**src/rtl/muldiv_iter.sv**
```systemverilog
// Iterative RV32M multiply/divide unit. It retires STEP bits per cycle through a
// shift-add multiplier or a restoring divider, and applies the sign fix on the last iteration.
//
// state | meaning
// IDLE  | waiting for a request, in_ready high
// CALC  | iterating, down-counter cnt holds the remaining iterations
// DONE  | result valid, held until out_ready
module muldiv_iter #(
  parameter int WIDTH = 32,
  parameter int STEP  = 1
) (
  input  logic             clk,
  input  logic             rst_n,
  input  logic             in_valid,
  output logic             in_ready,
  input  logic [2:0]       funct3,
  input  logic [WIDTH-1:0] op_a,
  input  logic [WIDTH-1:0] op_b,
  input  logic             flush,
  output logic             out_valid,
  input  logic             out_ready,
  output logic [WIDTH-1:0] result,
  output logic             busy
);

  localparam int ITERS = WIDTH / STEP;
  localparam int CW    = $clog2(ITERS + 1);

  typedef enum logic [1:0] {IDLE, CALC, DONE} state_t;
  state_t state, state_nxt;

  logic [2:0]         op;
  logic               neg_q, neg_a;
  logic [2*WIDTH-1:0] acc;   // mul: {product high, multiplier}; div: low half is dividend/quotient
  logic [WIDTH-1:0]   dvs;   // multiplicand or divisor magnitude
  logic [WIDTH:0]     rem;
  logic [CW-1:0]      cnt;

  logic               sa, sb, a_neg, b_neg, div_zero, ovf, fast, accept, last;
  logic [WIDTH-1:0]   mag_a, mag_b, fast_res;

  assign sa       = (funct3 == 3'b001) || (funct3 == 3'b010) || (funct3 == 3'b100) || (funct3 == 3'b110);
  assign sb       = (funct3 == 3'b001) || (funct3 == 3'b100) || (funct3 == 3'b110);
  assign a_neg    = sa & op_a[WIDTH-1];
  assign b_neg    = sb & op_b[WIDTH-1];
  assign mag_a    = a_neg ? -op_a : op_a;
  assign mag_b    = b_neg ? -op_b : op_b;
  assign div_zero = (op_b == '0);
  assign ovf      = ((funct3 == 3'b100) || (funct3 == 3'b110)) &&
                    (op_a == {1'b1, {(WIDTH-1){1'b0}}}) && (op_b == '1);
  assign fast     = funct3[2] & (div_zero | ovf);
  assign fast_res = div_zero ? (funct3[1] ? op_a : '1) : (funct3[1] ? '0 : op_a);
  assign accept   = (state == IDLE) && in_valid && !flush;
  assign last     = (cnt == CW'(1));

  // multiply step: add multiplicand times the low STEP multiplier bits, shift right by STEP
  logic [WIDTH+STEP-1:0] partial, msum;
  logic [2*WIDTH-1:0]    mul_nxt, prod;
  assign partial = {{STEP{1'b0}}, dvs} * {{WIDTH{1'b0}}, acc[STEP-1:0]};
  assign msum    = {{STEP{1'b0}}, acc[2*WIDTH-1:WIDTH]} + partial;
  assign mul_nxt = {msum, acc[WIDTH-1:STEP]};
  assign prod    = neg_q ? -mul_nxt : mul_nxt;

  logic [WIDTH:0]   r;
  logic [WIDTH-1:0] q, quo, rmd, calc_res;
  always_comb begin
    r = rem;
    q = acc[WIDTH-1:0];
    for (int i = 0; i < STEP; i++) begin
      r = {r[WIDTH-1:0], q[WIDTH-1]};
      q = {q[WIDTH-2:0], 1'b0};
      if (r >= {1'b0, dvs}) begin
        r    = r - {1'b0, dvs};
        q[0] = 1'b1;
      end
    end
  end

  assign quo      = neg_q ? -q : q;
  assign rmd      = neg_a ? -r[WIDTH-1:0] : r[WIDTH-1:0];
  assign calc_res = op[2] ? (op[1] ? rmd : quo)
                          : ((op == 3'b000) ? prod[WIDTH-1:0] : prod[2*WIDTH-1:WIDTH]);

  always_comb begin
    state_nxt = state;
    case (state)
      IDLE:    if (accept) state_nxt = fast ? DONE : CALC;
      CALC:    if (last) state_nxt = DONE;
      DONE:    if (out_ready) state_nxt = IDLE;
      default: state_nxt = IDLE;
    endcase
    if (flush) state_nxt = IDLE;
  end

  always_ff @(posedge clk or negedge rst_n) begin
    if (!rst_n) begin
      state  <= IDLE;
      op     <= '0;
      neg_q  <= 1'b0;
      neg_a  <= 1'b0;
      acc    <= '0;
      dvs    <= '0;
      rem    <= '0;
      cnt    <= '0;
      result <= '0;
    end else begin
      state <= state_nxt;
      if (accept) begin
        op    <= funct3;
        neg_q <= a_neg ^ b_neg;
        neg_a <= a_neg;
        rem   <= '0;
        cnt   <= CW'(ITERS);
        if (funct3[2]) begin
          acc <= {{WIDTH{1'b0}}, mag_a};
          dvs <= mag_b;
        end else begin
          acc <= {{WIDTH{1'b0}}, mag_b};
          dvs <= mag_a;
        end
        if (fast) result <= fast_res;
      end else if (state == CALC && !flush) begin
        cnt <= cnt - CW'(1);
        acc <= op[2] ? {acc[2*WIDTH-1:WIDTH], q} : mul_nxt;
        rem <= r;
        if (last) result <= calc_res;
      end
    end
  end

  assign in_ready  = (state == IDLE);
  assign out_valid = (state == DONE);
  assign busy      = (state != IDLE);

endmodule

```
**config.mk**
```make
export PLATFORM = sky130hd
export DESIGN_NAME = muldiv_iter
export DESIGN_NICKNAME = d
export VERILOG_FILES = /design/src/rtl/muldiv_iter.sv
export SDC_FILE = /design/constraint.sdc
export NUM_CORES = 1
export LEC_CHECK = 0
export CORE_ASPECT_RATIO = 1.25
export CORE_UTILIZATION = 55
export CTS_CLUSTER_SIZE = 16
export DETAILED_ROUTE_END_ITERATION = 8
export GPL_ROUTABILITY_DRIVEN = 1
export PLACE_DENSITY = 0.76
export SKIP_CTS_REPAIR_TIMING = 1
export SLEW_MARGIN = 10
export SYNTH_ARGS = -nofsm -noshare
export SYNTH_HDL_FRONTEND = slang
export SYNTH_SLANG_ARGS = --single-unit
```
**constraint.sdc**
```tcl
create_clock -name clk -period 6.3 [get_ports clk]
set_input_delay 1.575 -clock clk [delete_from_list [all_inputs] [get_ports clk]]
set_output_delay 1.575 -clock clk [all_outputs]
set_load 0.03 [all_outputs]
```
==> results by group <==
Synth
  – Top-area cell type share of the netlist area: 0.240
  – Synth Register Bits: about 170
  – YS warnings: 0
  – Post-Syn Nets: between 2,000 and 3,000
  – Post-synthesis adder-cell area fraction: 0.0659
  – Main combinational cell family by area after synthesis: compound AO/OA/AOI/OAI gates
  – Number of synthesized flops with an enable pin: 0
  – Mux contribution to synthesized area: 0.0274
  – Top-count cell post-synth: nand2_1
  – Post-synthesis cell type count: 94
  – Main synth FF type: dfrtp_1
  – Most frequent cells after synthesis: nand2_1, o21ai_0, nor2_1
  – Post-synthesis async set-or-reset flop share: 1.00
  – Synth Instances: around 2,500
  – Synth area leader: dfrtp_1
  – Post-synthesis compound-gate area fraction: 0.277
  – Synth Area in Simple Gates: 0.228
  – Top post-synthesis cells by area: dfrtp_1, o21ai_0, nand2_1
  – Post-Synth XOR/XNOR Area: 0.108
  – Avg Inst Size Synth: ~7.3 sq um
  – Mapped Area: between 0.015 and 0.02 sq mm
  – Post-synthesis sequential area ratio: 0.240

CTS
  – Clock sinks: around 170
  – Root buf cell: clkbuf_16
  – CTS H-Tree Depth: 4
  – Clk_lat worst skew: roughly 0.46 ns
  – Clock-pin slew of the registers on the worst-case setup and hold paths: around 0.07 ns
  – Number of CTS-inserted buffers: 17
  – Clock buffer depth: 2
  – CTS tree: yes

Floorplanning
  – # rows: 73
  – Die X: approximately 160 microns
  – Core ar.: about 0.032 sq mm
  – Die Height: 205 microns
  – DIE AREA: 0.0336 sq mm
  – Initial Util: 0.564
  – Ports: around 110

Layout
  – Final core occ: 0.618
  – Fillers: roughly 3,000
  – Area of the multi-input gates: ~0.013 sq mm
  – Register area: 0.00433 sq mm
  – Post-layout nets: between 2,000 and 3,000
  – Finished Cell Area: around 0.02 sq mm
  – Area growth syn-to-layout: 9.60%
  – Layout cells sized above 1: 0.0420

Place
  – Post-DP HPWL: 53,800 microns
  – IO buf count: roughly 110
  – Placed cell areas: roughly 0.019 sq mm
  – GPL Wtd Cong: 0.990

STA
  – Finish-stage setup viols: 0
  – Hold Vio Cnt, Final: 0
  – Slew HR: 0.212
  – Slew @ Worst Pin: ~1.2 ns
  – Max-slew violations: 0
  – Max Freq: roughly 170 MHz
  – Fin crit share: 0.911
  – Period minus WS final: between 5 and 6 ns
  – Unrepaired setup endpoints after global routing: false
  – Setup TNS: 0 ns
  – Worst Skew: 0.0159 ns

Worst setup path
  – Worst setup SP type: register
  – Largest stage delay on the critical path: between 0.6 and 0.7 ns
  – Setup CP Type: reg2reg
  – Crit path cell chain: ha_1 -> nand3_1 -> nor4_1 -> a311oi_1 -> a21o_1 -> nand2_2 -> clkinv_1 -> mux2i_1 -> ha_1 -> nand2_1 -> a2111oi_0 -> nand3_1 -> o31a_1 -> a21o_1 -> or3_1 -> o41ai_4 -> xnor2_1 -> o21ai_1 -> o22a_1
  – Setup crit end kind: register
  – Critical path arrival: just over 6 ns
  – Crit Path Max Fanout: 10
  – Critical Path RT: approximately 6.7 ns
  – Worst path slowest cell: nor4_1

Min path
  – HP Class: reg2reg

Pwr
  – P per Cell Area: between 300 and 400 mW/mm^2
  – Pwr Total: between 7 and 8 mW
  – Leak pwr: between 8 and 9 nW
  – Maximum resistive drop on vdd: between 0.2 and 0.25 mV

Global route
  – Grt met3 use: 0.0901
  – Number of global-route vias before repair: 18,000
  – First-pass GRT wire length: approximately 110,000 microns
  – GR Overflow Total: 0
  – Met2 Resource Use GR: 0.664
  – Global router's overall resource usage: 0.422
  – GR peak layer: met2
  – Initial antenna violation count: 6
  – Pin count of the biggest net entering global routing: 121
  – Met1 Track Usage GR: 0.514

Detailed routing
  – WL per Instance: approximately 24 microns
  – Final wirelength: 69,900 microns
  – Detail Route Antenna Nets: 0
  – Via count: roughly 19,000
  – Pre-antenna DRT Iters: 6
  – Number of remaining DRC errors: 0
  – DRT iter0 DRCs: roughly 2,400
  – Routed vias/inst: roughly 6.8

Job
  – Max_cap viols: 0

Status
  – Status: completed
==> routing by layer <==
layer	vias to the layer above	wire length [microns]
met5	-	51
met4	8	5540
met3	228	6400
met2	1069	31700
met1	9266	26200
li1	8836	-
==> stage by stage <==
step | cells | hold slack (ns) | setup slack [ns]
6_report | 2865 | 0.482 | 0.563
5_1_grt | 2863 | 0.513 | 0.233
4_1_cts | 2862 | 0.487 | 0.742
3_5_place_dp | 2830 | 0.471 | 0.653
3_3_place_gp | 2830 | 0.464 | 0.731
2_1_floorplan | 2462 | 0.450 | 0.766
==> power by group <==
| group | switching (mW) | internal (mW) | leakage [nW] | total [mW] |
|---|---|---|---|---|
| clock | 0.499 | 0.640 | 0.292 | 1.14 |
| sequential | 0.437 | 1.41 | 2.27 | 1.84 |
| combinational | 2.80 | 1.50 | 5.50 | 4.29 |
==> flip-flops by register name, indices dropped and copies added, names as in the netlist <==
signal	count
state	2
dvs	32
neg_q	1
neg_a	1
result	32
rem	32
cnt	6
acc	64
op	3
==> cells by family (layout without fill, tap and decap cells) <==
group / after synthesis / in the layout
simple gates: 882 / 882
flops: 173 / 173
compound gates: 786 / 786
other cells: 0 / 2
buf+inv: 250 / 239
xor+xnor: 223 / 223
mux: 49 / 49
fa+ha+maj: 99 / 99
==> layout make-up <==
| type | count | area share |
|---|---|---|
| Multi-Input combinational cell | 2039 | 0.646 |
| Inverter | 70 | 0.0133 |
| Antenna cell | 2 | 0.000253 |
| Tap cell | 412 | 0.0260 |
| Sequential cell | 173 | 0.219 |
| Clock buffer | 20 | 0.0226 |
| Clock inverter | 12 | 0.00821 |
| Timing Repair Buffer | 137 | 0.0653 |
==> worst max-delay path: cells and delay by family, from the launching register on <==
family                     cells  cell delay (ns)
buffers and inverters          1             0.14
AOI/OAI and AO/OA              8             2.05
DFF                            1             0.45
xor gates and xnor gates       1             0.16
adders and majority gates      2             0.78
and+or+nand+nor                6             1.76
muxes                          1             0.27
==> worst paths after layout <==
check | to | depth (start not counted) | slack, ns | from
worst max-delay path | result[28]$_DFFE_PN0P_ | 19 | 0.56 | rem[4]$_DFFE_PN0P_
worst min-delay path | dvs[4]$_DFFE_PN0P_ | 2 | 0.48 | dvs[4]$_DFFE_PN0P_
worst max register to register | result[28]$_DFFE_PN0P_ | 19 | 0.56 | rem[4]$_DFFE_PN0P_
worst min register to register | dvs[4]$_DFFE_PN0P_ | 2 | 0.48 | dvs[4]$_DFFE_PN0P_
max in group asynchronous | result[4]$_DFFE_PN0P_ | 2 | 3.83 | rst_n
min in group asynchronous | cnt[3]$_DFFE_PN0P_ | 1 | 1.20 | rst_n
==> layout by cell type, fill, tap and decap left out, types with 17 or more instances in the layout <==
cell type / instances
o31ai_1: 44
o21a_1: 19
ha_1: 72
a21oi_1: 193
inv_1: 67
buf_4: 32
nand3_1: 65
nand2_1: 316
o21ai_0: 254
maj3_1: 25
a31oi_1: 21
a21o_1: 29
xor2_1: 98
o211ai_1: 55
and3_1: 21
nor4_1: 22
mux2i_1: 46
nand4_1: 32
clkbuf_16: 17
dfrtp_1: 171
and2_1: 17
clkdlybuf4s50_1: 104
nor2_1: 242
a211oi_1: 33
or3_1: 37
nor3_1: 39
xnor2_1: 125
Note: power is estimated with default switching activity, not from simulation.
